## config.mk

```make
export PLATFORM = sky130hd
export DESIGN_NAME = fillrect
export DESIGN_NICKNAME = d
export VERILOG_FILES = /design/src/rtl/fillrect_pkg.sv /design/src/rtl/fillrect_raster_counter.sv /design/src/rtl/fillrect.sv
export SDC_FILE = /design/constraint.sdc
export NUM_CORES = 1
export LEC_CHECK = 0
export BUFFER_PORTS_ARGS = -buffer_cell sky130_fd_sc_hd__buf_2
export CORE_MARGIN = 2
export CORE_UTILIZATION = 46
export CTS_BUF_LIST = sky130_fd_sc_hd__clkbuf_2 sky130_fd_sc_hd__clkbuf_4 sky130_fd_sc_hd__clkbuf_8
export DETAILED_ROUTE_END_ITERATION = 7
export PLACE_DENSITY = 0.67
export SYNTH_ARGS = -nofsm -noshare
export SYNTH_HDL_FRONTEND = slang
export SYNTH_SLANG_ARGS = --single-unit
```

## constraint.sdc

```tcl
create_clock -name clk -period 4.2 [get_ports clk]
set_input_delay 1.26 -clock clk [delete_from_list [all_inputs] [get_ports clk]]
set_output_delay 1.26 -clock clk [all_outputs]
set_load 0.1 [all_outputs]
```

## src/rtl/fillrect_pkg.sv

```systemverilog
// Shared types and default geometry for the rectangle fill engine.
package fillrect_pkg;

   typedef enum logic [1:0] {IDLE, DRAW, DONE} state_t;
   typedef enum logic [1:0] {SOLID, XSTRIPE, YSTRIPE, CHECKER} mode_t;

   localparam int SCREEN_W_DEF = 160;
   localparam int SCREEN_H_DEF = 120;
   localparam int X_W_DEF      = 8;
   localparam int Y_W_DEF      = 7;
   localparam int COLOUR_W_DEF = 3;

endpackage

```

## src/rtl/fillrect_raster_counter.sv

```systemverilog
// Row-major x/y scan counter over an inclusive rectangle; holds at the last pixel.
module raster_counter #(
   parameter int X_W = 8,
   parameter int Y_W = 7
) (
   input  logic           clk,
   input  logic           rst,
   input  logic           load,
   input  logic [X_W-1:0] xmin,
   input  logic [X_W-1:0] xmax,
   input  logic [Y_W-1:0] ymin,
   input  logic [Y_W-1:0] ymax,
   input  logic           step,
   output logic [X_W-1:0] x,
   output logic [Y_W-1:0] y,
   output logic           last
);

   logic [X_W-1:0] x_q, x_d, xmin_q, xmin_d, xmax_q, xmax_d;
   logic [Y_W-1:0] y_q, y_d, ymax_q, ymax_d;

   assign last = (x_q == xmax_q) && (y_q == ymax_q);
   assign x    = x_q;
   assign y    = y_q;

   always_comb begin
      x_d    = x_q;
      y_d    = y_q;
      xmin_d = xmin_q;
      xmax_d = xmax_q;
      ymax_d = ymax_q;
      if (load) begin
         x_d    = xmin;
         y_d    = ymin;
         xmin_d = xmin;
         xmax_d = xmax;
         ymax_d = ymax;
      end else if (step && !last) begin
         if (x_q == xmax_q) begin
            x_d = xmin_q;
            y_d = y_q + Y_W'(1);
         end else begin
            x_d = x_q + X_W'(1);
         end
      end
   end

   always_ff @(posedge clk or posedge rst) begin
      if (rst) begin
         x_q    <= '0;
         y_q    <= '0;
         xmin_q <= '0;
         xmax_q <= '0;
         ymax_q <= '0;
      end else begin
         x_q    <= x_d;
         y_q    <= y_d;
         xmin_q <= xmin_d;
         xmax_q <= xmax_d;
         ymax_q <= ymax_d;
      end
   end

endmodule

```

## src/rtl/fillrect.sv

```systemverilog
// Rectangle fill engine: normalises and clips the corners, then plots one pixel per clock.
//
//   state | meaning
//   IDLE  | waiting for start; latches, sorts and clips operands
//   DRAW  | scanning the rectangle, one plot per cycle
//   DONE  | done asserted until start is released
module fillrect import fillrect_pkg::*; #(
   parameter int SCREEN_W = SCREEN_W_DEF,
   parameter int SCREEN_H = SCREEN_H_DEF,
   parameter int X_W      = X_W_DEF,
   parameter int Y_W      = Y_W_DEF,
   parameter int COLOUR_W = COLOUR_W_DEF
) (
   input  logic                clk,
   input  logic                rst,
   input  logic                start,
   input  logic [X_W-1:0]      x0,
   input  logic [X_W-1:0]      x1,
   input  logic [Y_W-1:0]      y0,
   input  logic [Y_W-1:0]      y1,
   input  logic [COLOUR_W-1:0] colour,
   input  logic [1:0]          mode,
   output logic                done,
   output logic [X_W-1:0]      vga_x,
   output logic [Y_W-1:0]      vga_y,
   output logic [COLOUR_W-1:0] vga_colour,
   output logic                vga_plot
);

   // One extra bit so a screen size equal to 2^W still compares correctly.
   localparam logic [X_W:0] XLIM  = (X_W+1)'(SCREEN_W);
   localparam logic [X_W:0] XLAST = (X_W+1)'(SCREEN_W - 1);
   localparam logic [Y_W:0] YLIM  = (Y_W+1)'(SCREEN_H);
   localparam logic [Y_W:0] YLAST = (Y_W+1)'(SCREEN_H - 1);

   state_t                state_q, state_d;
   mode_t                 mode_q, mode_d;
   logic [COLOUR_W-1:0]   colour_q, colour_d;
   logic                  done_q, done_d, plot_q, plot_d;
   logic [X_W-1:0]        vx_q, vx_d;
   logic [Y_W-1:0]        vy_q, vy_d;
   logic [COLOUR_W-1:0]   vc_q, vc_d;

   logic [X_W-1:0]        lo_x, hi_x, xmax_c;
   logic [Y_W-1:0]        lo_y, hi_y, ymax_c;
   logic                  empty;
   logic                  load, step, last;
   logic [X_W-1:0]        cnt_x;
   logic [Y_W-1:0]        cnt_y;
   logic [COLOUR_W-1:0]   pix_colour;

   always_comb begin
      lo_x   = (x0 < x1) ? x0 : x1;
      hi_x   = (x0 < x1) ? x1 : x0;
      lo_y   = (y0 < y1) ? y0 : y1;
      hi_y   = (y0 < y1) ? y1 : y0;
      xmax_c = ({1'b0, hi_x} > XLAST) ? XLAST[X_W-1:0] : hi_x;
      ymax_c = ({1'b0, hi_y} > YLAST) ? YLAST[Y_W-1:0] : hi_y;
      empty  = ({1'b0, lo_x} >= XLIM) || ({1'b0, lo_y} >= YLIM);
   end

   raster_counter #(.X_W(X_W), .Y_W(Y_W)) u_cnt (
      .clk  (clk),
      .rst  (rst),
      .load (load),
      .xmin (lo_x),
      .xmax (xmax_c),
      .ymin (lo_y),
      .ymax (ymax_c),
      .step (step),
      .x    (cnt_x),
      .y    (cnt_y),
      .last (last)
   );

   always_comb begin
      pix_colour = colour_q;
      case (mode_q)
         SOLID:   pix_colour = colour_q;
         XSTRIPE: pix_colour = cnt_x[COLOUR_W-1:0];
         YSTRIPE: pix_colour = cnt_y[COLOUR_W-1:0];
         CHECKER: pix_colour = (cnt_x[0] ^ cnt_y[0]) ? '0 : colour_q;
         default: pix_colour = colour_q;
      endcase
   end

   always_comb begin
      state_d  = state_q;
      mode_d   = mode_q;
      colour_d = colour_q;
      load     = 1'b0;
      step     = 1'b0;
      case (state_q)
         IDLE: begin
            if (start) begin
               load     = 1'b1;
               mode_d   = mode_t'(mode);
               colour_d = colour;
               state_d  = empty ? DONE : DRAW;
            end
         end
         DRAW: begin
            step = 1'b1;
            if (last) state_d = DONE;
         end
         DONE: begin
            if (!start) state_d = IDLE;
         end
         default: state_d = IDLE;
      endcase
   end

   // Output stage trails the counter by one cycle, so DONE is seen one edge after the last plot.
   always_comb begin
      plot_d = (state_q == DRAW);
      done_d = (state_q == DONE);
      vx_d   = vx_q;
      vy_d   = vy_q;
      vc_d   = vc_q;
      if (state_q == DRAW) begin
         vx_d = cnt_x;
         vy_d = cnt_y;
         vc_d = pix_colour;
      end
   end

   always_ff @(posedge clk or posedge rst) begin
      if (rst) begin
         state_q  <= IDLE;
         mode_q   <= SOLID;
         colour_q <= '0;
         done_q   <= 1'b0;
         plot_q   <= 1'b0;
         vx_q     <= '0;
         vy_q     <= '0;
         vc_q     <= '0;
      end else begin
         state_q  <= state_d;
         mode_q   <= mode_d;
         colour_q <= colour_d;
         done_q   <= done_d;
         plot_q   <= plot_d;
         vx_q     <= vx_d;
         vy_q     <= vy_d;
         vc_q     <= vc_d;
      end
   end

   assign done       = done_q;
   assign vga_plot   = plot_q;
   assign vga_x      = vx_q;
   assign vga_y      = vy_q;
   assign vga_colour = vc_q;

endmodule

```

==> out/metrics.yaml <==
status:
  status: "finished clean"
yosys:
  synth_nets: 479
  synthCells: 426
  synth_top_cell_by_area: "dfrtp_1"
  syn_area_mm2: 0.00376
  netlist.area_leader.share_pct: 43.2
  synth_edf_count: 0
  synth.distinct_cells: 45
  ys_seq_elements: 65
  avgSynthCellArea_um2: 8.83
  ys_warn_count: 0
  ys.flop_type: "dfrtp_1"
  synth-async-reset-ratio_pct: 100
  ys_top_cells_by_area: "dfrtp_1 (43%), nand2_1 (7.5%), ha_1 (5.0%), nor2_1 (4.8%), mux2i_1 (3.5%)"
  seq_area_frac_synth_pct: 43.2
timing:
  rsz0062_at_grt: "false"
  slew_viol_final: 0
  hold_violations: 0
  max_freq_mhz: 325
  period_minus_slack_ps: 3080
  slew_headroom_pct: 51.3
  timing.setup.tns_ps: 0
  timing.final.crit_share_pct: 73.3
  clock_skew_ps: 7.07
  hold_ws_ps: 471
  finalSetupViolCount: 0
  worstMarginPinSlew_ps: 729
final_layout:
  syn_to_final_growth_pct: 14.6
  antennaDiodeCount: 0
  nets: 529
  drive_gt1_share_pct: 19.0
  stdcell_count: 582
floorplanning:
  dieArea_mm2: 0.00892
  core-area_mm2: 0.00781
  fp.dieW_um: 94.5
  die_y_um: 94.5
  ios: 58
  fp-row-count: 32
  initial_core_util_pct: 48.2
worst_setup_path:
  cpPeakStageDelay_ps: 490
  crit_slowest_cell: "o22a_1"
  cp-end-kind: "register"
  critPathKind: "in2reg"
  path_cells: "buf_2, inv_1, ha_1, nand4_1, nor3_1, o22a_1, buf_4, mux2_1, a211oi_1"
  r2r_start: "u_cnt.x[1]"
  crit_fanout: 14
  cp.required_ps: 4450
  worstSetupStartpoint: "x1[5]"
  critPathLaunchType: "input pin"
  critPathArrivalTime_ps: 3330
  reg2reg_slack_ps: 1880
clocking:
  htree_num_levels: 3
  cts_sinks: 65
  clk_pin_slew_ps: 70
  cts_buffers: 9
  postCtsSetupRepairBufs: 0
  cts_resized: 0
  ctsHoldBuffers: 0
  tritoncts: "done"
  insertion_delay_ps: 350
  cts-root-buf: "clkbuf_8"
  cts_buffer_depth: 2
global_route:
  grt_overflow: 0
  grt_max_degree: 39
  busiest_layer: "met2"
  use_met1_pct: 29.9
  grt_pass1_vias: 3011
  grt_util_all_layers_pct: 21.3
  grt_pass1_wl_um: 14600
  grt_antenna_before_repair: 0
  grtUsageMet2_pct: 32.4
  grt_use_met3_pct: 4.87
power_and_ir_drop:
  seq_power_share_pct: 34.1
  intPower_uw: 1770
  clkPwrFrac_pct: 15.0
  p_comb_share_pct: 50.9
  switching_power_uw: 1850
  p_leak_uw: 0.00204
  switching_share_pct: 51.0
  peakVddDrop_v: 0.000341
  powerDensity_mw_per_mm2: 840
placement:
  placed_cells: 567
  io_buffers: 57
  gp_congestion: 0.874
  post-dp-hpwl_um: 6420
drt:
  routedWlPerCell_um: 15.0
  drc: 0
  drt-total-wl_um: 8720
  viasPerCell: 5.45
  vias: 3173
  dr.pass1.iters: 4
  ant_nets: 0
  first_iter_violations: 176
min_path:
  hp-start: "vga_y[2]"
  hold_class: "reg2reg"
flow_run:
  maxCapViolCount: 0
-- power groups by stage --
stage | Combinational (uW) | Sequential, uW | Clock, uW
after floorplan | 939 | 1770 | 0
after CTS | 1860 | 1230 | 552
after global routing | 2010 | 1280 | 582
final | 1840 | 1240 | 542
after detailed placement | 1850 | 1240 | 0
after global placement | 1820 | 1230 | 0
-- layout make-up --
class | instances | area [um^2]
Tap cell | 102 | 128
Inverter | 19 | 71.3
Multi-Input combinational cell | 318 | 1960
Clock buffer | 12 | 159
Timing Repair Buffer | 63 | 330
Fill cell | 733 | 3490
Sequential cell | 65 | 1630
Clock inverter | 3 | 40.0
-- state kept, by name (all words and copies together) (netlist names) --
| name | cells |
|---|---|
| u_cnt.xmax_q | 8 |
| done | 1 |
| mode_q | 2 |
| colour_q | 3 |
| u_cnt.x | 8 |
| vga_plot | 1 |
| vga_y | 7 |
| vga_x | 8 |
| u_cnt.xmin_q | 8 |
| vga_colour | 3 |
| u_cnt.ymax_q | 7 |
| u_cnt.y | 7 |
| state_q | 2 |
-- per-layer routing --
metal	vias to the layer above	routed length, um
met3	14	335
li1	1577	-
met4	0	167
met1	1514	4280
met2	68	3930
met5	-	0
-- worst paths after layout --
check	cells after the start	to
max	9	u_cnt.x[1]
min	2	vga_y[2]
max reg2reg	6	u_cnt.y[4]
min reg2reg	2	vga_y[2]
max in group asynchronous	3	u_cnt.xmin_q[6]
min in group asynchronous	2	colour_q[0]
-- cell families (layout without fill, tap and decap cells) --
group	after synthesis	count (layout)	share of synthesized area (%)
AO/OA/AOI/OAI	80	80	13.8
XOR/XNOR	23	23	5.35
adder cells (fa/ha/maj)	15	15	4.99
buffers and inverters	43	97	4.92
flip-flops	65	65	43.2
multiplexers	25	25	7.05
AND/OR/NAND/NOR	175	175	20.7
-- critical path: cells and delay by family --
kind,cells,cell delay (ps)
AOI/OAI and AO/OA,2,700
adders and majority gates,1,290
buffers and inverters,3,420
muxes,1,350
and+or+nand+nor,2,300
-- cells in the mapped netlist (all sizes together) (2+ instances only) --
master  number
a211oi      15
a21oi       18
a221o        5
a221oi       4
a31oi        3
and2         2
and3         2
buf         12
clkbuf      12
dfrtp       65
ha          15
inv         19
mux2        12
mux2i       13
nand2       75
nand2b       4
nand3       12
nand4        6
nor2        48
nor2b        5
nor3        11
nor4         4
o211ai       2
o21ai       24
o22ai        2
o32ai        2
or3          4
xnor2       10
xor2        13
-- per-stage QoR --
step	setup WS (ps)	power, uW	util, %	cell area [um^2]
finish	1120	3620	55.2	4310
global route	984	3870	55.2	4310
CTS	1150	3640	55.2	4310
detailed placement	785	3090	52.7	4110
global placement	862	3050	52.7	4110
floorplan	1230	2710	-	3760
-- placed cells by master (no fill, tap or decap), types with 2 or more instances in the layout --
| cell | synthesis | layout |
|---|---|---|
| nand2_1 | 75 | 75 |
| dfrtp_1 | 65 | 65 |
| buf_2 | 7 | 57 |
| nor2_1 | 48 | 47 |
| o21ai_1 | 18 | 18 |
| inv_1 | 18 | 17 |
| a21oi_1 | 17 | 16 |
| a211oi_1 | 15 | 15 |
| ha_1 | 15 | 15 |
| xor2_1 | 13 | 13 |
| mux2i_1 | 13 | 13 |
| nand3_1 | 11 | 11 |
| nor3_1 | 11 | 11 |
| clkbuf_8 | 0 | 11 |
| xnor2_1 | 10 | 10 |
| nand4_1 | 6 | 6 |
| o21ai_0 | 6 | 6 |
| mux2_1 | 6 | 6 |
| mux2_2 | 6 | 6 |
| buf_4 | 2 | 6 |
| nor2b_1 | 5 | 5 |
| a221o_1 | 5 | 5 |
| nand2b_1 | 4 | 4 |
| or3_1 | 4 | 4 |
| a221oi_1 | 4 | 4 |
| nor4_1 | 3 | 3 |
| a31oi_1 | 3 | 3 |
| inv_2 | 1 | 2 |
| and2_1 | 2 | 2 |
| a21oi_2 | 1 | 2 |
| o211ai_1 | 2 | 2 |
| and3_1 | 2 | 2 |
| o22ai_1 | 2 | 2 |
| o32ai_1 | 2 | 2 |
| clkinv_2 | 0 | 2 |
(Power assumes the default switching activity.)
